[config.mk]
export PLATFORM = sky130hd
export DESIGN_NAME = dmem_responder
export DESIGN_NICKNAME = d
export VERILOG_FILES = /design/src/rtl/dmem_responder.sv
export SDC_FILE = /design/constraint.sdc
export NUM_CORES = 2
export LEC_CHECK = 0
export BUFFER_PORTS_ARGS = -buffer_cell sky130_fd_sc_hd__buf_2
export CAP_MARGIN = 30
export CORE_MARGIN = 1.5
export CORE_UTILIZATION = 45
export CTS_CLUSTER_SIZE = 12
export DETAILED_ROUTE_END_ITERATION = 10
export HOLD_SLACK_MARGIN = 0.08
export PLACE_DENSITY = 0.6
export SETUP_SLACK_MARGIN = 0.05
export SYNTH_ARGS = -nofsm -noshare
export SYNTH_HDL_FRONTEND = slang
export SYNTH_SLANG_ARGS = --single-unit
[constraint.sdc]
create_clock -name clk -period 8.9 [get_ports clk]
set_clock_uncertainty 0.1 [all_clocks]
set_input_delay 0.445 -clock clk [delete_from_list [all_inputs] [get_ports clk]]
set_output_delay 0.445 -clock clk [all_outputs]
set_load 0.05 [all_outputs]
[src/rtl/dmem_responder.sv]
// Word-addressed data memory for the MEM stage with configurable load/store latency.
// Holds the pipeline via stallM while an access is in flight and flags illegal requests.
module dmem_responder #(
  parameter int DEPTH  = 64,
  parameter int RD_LAT = 2,
  parameter int WR_LAT = 1
) (
  input  logic        clk,
  input  logic        reset,
  input  logic        memreadM,
  input  logic        memwriteM,
  input  logic [31:0] aluoutM,
  input  logic [31:0] writedataM,
  output logic [31:0] readdataM,
  output logic        stallM,
  output logic        faultM
);

  localparam int IW = (DEPTH > 1) ? $clog2(DEPTH) : 1;
  localparam logic [3:0] RD_L = 4'(RD_LAT);
  localparam logic [3:0] WR_L = 4'(WR_LAT);

  typedef enum logic [1:0] {IDLE, BUSY, DONE} state_t;

  state_t        state_reg, state_next;
  logic [3:0]    count_reg, count_next;
  logic [IW-1:0] idx_reg;
  logic [31:0]   data_reg;
  logic          is_write_reg;
  logic [31:0]   readdata_reg;
  logic          fault_reg, fault_next;
  logic [31:0]   ram [DEPTH];

  logic          req, bad, latch, ram_we, rd_load, rd_bypass, stall;
  logic [IW-1:0] in_idx, ram_widx, rd_idx;
  logic [31:0]   ram_wdata;
  logic [3:0]    req_lat;

  assign req     = memreadM | memwriteM;
  assign in_idx  = aluoutM[IW+1:2];
  assign bad     = (aluoutM[1:0] != 2'b00) ||
                   ({2'b00, aluoutM[31:2]} >= 32'(DEPTH)) ||
                   (memreadM && memwriteM);
  assign req_lat = memwriteM ? WR_L : RD_L;
  // In IDLE the request is still on the inputs; afterwards only the latched copy counts.
  assign rd_idx  = (state_reg == IDLE) ? in_idx : idx_reg;

  always_comb begin
    state_next = state_reg;
    count_next = count_reg;
    fault_next = 1'b0;
    stall      = 1'b0;
    latch      = 1'b0;
    ram_we     = 1'b0;
    ram_widx   = idx_reg;
    ram_wdata  = data_reg;
    rd_load    = 1'b0;
    rd_bypass  = 1'b0;
    case (state_reg)
      IDLE: begin
        if (req) begin
          if (bad) begin
            fault_next = 1'b1;
          end else begin
            latch = 1'b1;
            if (req_lat == 4'd0) begin
              if (memwriteM) begin
                ram_we    = 1'b1;
                ram_widx  = in_idx;
                ram_wdata = writedataM;
              end else begin
                rd_load   = 1'b1;
                rd_bypass = 1'b1;
              end
            end else begin
              stall      = 1'b1;
              count_next = req_lat - 4'd1;
              if (req_lat == 4'd1) begin
                state_next = DONE;
                rd_load    = ~memwriteM;
              end else begin
                state_next = BUSY;
              end
            end
          end
        end
      end
      BUSY: begin
        stall      = 1'b1;
        count_next = count_reg - 4'd1;
        // Loads are read on the edge into DONE so the registered data shows in DONE.
        if (count_reg == 4'd1) begin
          state_next = DONE;
          rd_load    = ~is_write_reg;
        end
      end
      DONE: begin
        state_next = IDLE;
        ram_we     = is_write_reg;
      end
      default: state_next = IDLE;
    endcase
  end

  assign readdataM = rd_bypass ? ram[in_idx] : readdata_reg;
  assign stallM    = stall & ~reset;
  assign faultM    = fault_reg;

  always_ff @(posedge clk) begin
    if (reset) begin
      state_reg    <= IDLE;
      count_reg    <= 4'd0;
      idx_reg      <= '0;
      data_reg     <= 32'd0;
      is_write_reg <= 1'b0;
      readdata_reg <= 32'd0;
      fault_reg    <= 1'b0;
    end else begin
      state_reg <= state_next;
      count_reg <= count_next;
      fault_reg <= fault_next;
      if (latch) begin
        idx_reg      <= in_idx;
        data_reg     <= writedataM;
        is_write_reg <= memwriteM;
      end
      if (rd_load) readdata_reg <= ram[rd_idx];
    end
  end

  // A reset on the committing edge drops the pending store.
  always_ff @(posedge clk) begin
    if (ram_we && !reset) ram[ram_widx] <= ram_wdata;
  end

endmodule

==> metrics.txt <==
status completed; leakage 27.8 nW; Initial DRC Count 6690; die area 190000 sq um; initial antenna violation count 18; gpl congestion 0.838; unrepaired setup endpoints after global routing no; most common cell after layout, fill and taps aside edfxtp_1; fin nets 5888; Most common cell on crit path buf_4; Routed Antenna Nets 0; Syn Nets 5721; sw power 0.00409 W; crit path max-delay cell type buf_4; # Max-Cap Violations 0; worst slew margin relative to its limit 0.288; Pre-antenna DRT Iters 6; Clk pwr share 0.425; global-route usage over all layers 0.251; worst endpoint required time approximately 9.5 ns; peak per-stage delay on the critical path about 0.91 ns; Num CTS Buffers 213; final hold vios 0; pwr/cell area 207 nW/um^2; crit end category flip-flop; drt wl/cell 28.9 um; layout cell share with drive strength beyond 1 0.123; Least-Margin Pin Slew 1.07 ns; CP cell instances buf_4 -> nand3_1 -> o21ai_4 -> buf_4 -> a222oi_1 -> a31oi_1 -> and4_1 -> a211oi_1; crit path time final 4.71 ns; DP HPWL approximately 130000 um; largest net degree at the start of global routing 162; register area share after synthesis 0.748; residual DRC count 0; Placeable Area 186000 sq um; vias per cell roughly 6.0; Die Ht ~440 um; clk sink count 2126; Hold Crit Class in -> reg; CTS root buf clkbuf_16; via count 50800; Die Span X 436 um; commonest cells after routing, fill and taps aside 2048 x edfxtp_1, 841 x nand2_1, 466 x mux2i_1, 329 x nor2_1, 230 x o211ai_1; Achievable Freq approximately 210 MHz; Setup TNS 0 ns; asr flop ratio synth 0; # IOs 102; syn avg cell area 14.9 sq um; Worst setup SP type flip-flop; Worst Setup Path Type reg -> reg; setup violators final 0; top_reg_cell synth edfxtp_1; initial core utilization 0.454; smallest hold slack 0.212 ns; Buffers on Ports between 100 and 150; max reg flops 2048; count of cell types in the netlist 61; crit path max fanout 51; Slew Viols, Final 0; Clk pin slew, worst setup/hold paths roughly 0.060 ns; CTS tree done; Final WS setup ~4.2 ns; combinational group share of total power 0.030; clk_lat worst skew ~0.84 ns; Area Growth Syn to Fin 13.2%; clk buf depth 3; Synth Register Bits 2126; Synth Instances between 5000 and 6000; yosys warns 0; Synth top area share 0.729; DRT Wirelength 245000 um; CP Data Arrival Time 5.32 ns; maximum vdd drop 0.211 mV; Int Pwr ~0.016 W; Fillers 15400; largest cells by area after synthesis edfxtp_1 73%, mux2i_1 5.5%, nand2_1 3.8%; Tcrit/Tclk final 0.529; pre-CTS setup slack 4.29 ns; vias in the first global route 48300; Sequential Power Share 0.545; total grt overflow 0; cts repair resizes 0; leading area contributor after synthesis edfxtp_1; site row count 158; first-pass GRT wire length 345000 um; Mapped Area ~84000 sq um; H-tree depth 4; Sw Ratio 0.207; EDFF count, synth roughly 2000
per-stage QoR:
step,utilization,std cells,power (W),cell area (sq um)
3_5_place_dp,0.475,8012,0.0116,88200
5_1_grt,0.513,8469,0.0203,95400
6_report,0.514,8478,0.0198,95400
2_1_floorplan,-,5651,0.0114,84300
4_1_cts,0.513,8464,0.0199,95300
3_3_place_gp,0.474,7999,0.0116,88100
timing repair:
item / CTS / global route
hold buffers: 66 / 0
endpoints found under the hold margin: 46 / 0
setup endpoints to repair: 0 / 0
setup buffers: 0 / 0
power by group through the flow:
stage | clock network (W) | registers, W | logic, W
6_report | 0.00840 | 0.0108 | 0.000595
4_1_cts | 0.00849 | 0.0108 | 0.000589
3_5_place_dp | 0 | 0.0110 | 0.000573
5_1_grt | 0.00887 | 0.0108 | 0.000630
3_3_place_gp | 0 | 0.0110 | 0.000569
2_1_floorplan | 0 | 0.0110 | 0.000373
cells in the mapped netlist (all sizes together), types with 25 or more instances:
library cell / number
mux2i: 467
nand2b: 105
a2bb2oi: 38
nand3: 107
o211ai: 230
nand4: 120
o21ai: 147
nor4: 25
nand2: 844
a32oi: 148
a21oi: 160
edfxtp: 2048
and4: 61
buf: 188
clkbuf: 195
mux2: 70
a222oi: 44
dfxtp: 78
a31oi: 47
a211oi: 39
nor2: 397
final cells by class:
class                   count  area, sq um  area share
repair buffers            335         2620      0.0275
multi-input cells        3139        20100       0.211
well taps                2480         3100      0.0325
clock inverters            56          368     0.00385
flip-flops and latches   2126        63100       0.661
clock buffers             330         6100      0.0639
inverters                   3         11.3    0.000118
diodes                      9         22.5    0.000236
critical path: cells and delay by family (launching register included):
kind / cells / cell delay [ns]
DFF: 1 / 0.86
buffers and inverters: 2 / 1.58
AOI/OAI and AO/OA: 4 / 1.11
and+or+nand+nor: 2 / 0.73
path summary, 6_finish.rpt:
path                             startpoint                to  slack (ns)  cells after the start
worst min-delay path            aluoutM[26]      state_reg[0]        0.21                      6
worst max-delay path             idx_reg[0]  readdata_reg[12]        4.19                      8
worst max register to register   idx_reg[0]  readdata_reg[12]        4.19                      8
worst min register to register  data_reg[0]       data_reg[0]        0.36                      2
kinds of logic (layout without fill, tap and decap cells):
logic type,after synthesis,after routing,synth area share
flops,2126,2126,0.748
simple gates,1696,1696,0.0895
compound gates,903,903,0.0758
mux,537,537,0.0651
buf+inv,386,724,0.0214
fa+ha+maj,2,2,0.000297
xor+xnor,1,1,0.000104
other cells,0,9,0
metal layers:
metal  vias to the layer above  share of wire  global-route usage
li1                      22100              -                   -
met1                     26000           0.41               0.349
met2                      2289           0.46               0.390
met3                       375          0.092              0.0547
met4                         6          0.036              0.0910
met5                         -        0.00014                   0
Power figures use the tool's default switching activity.
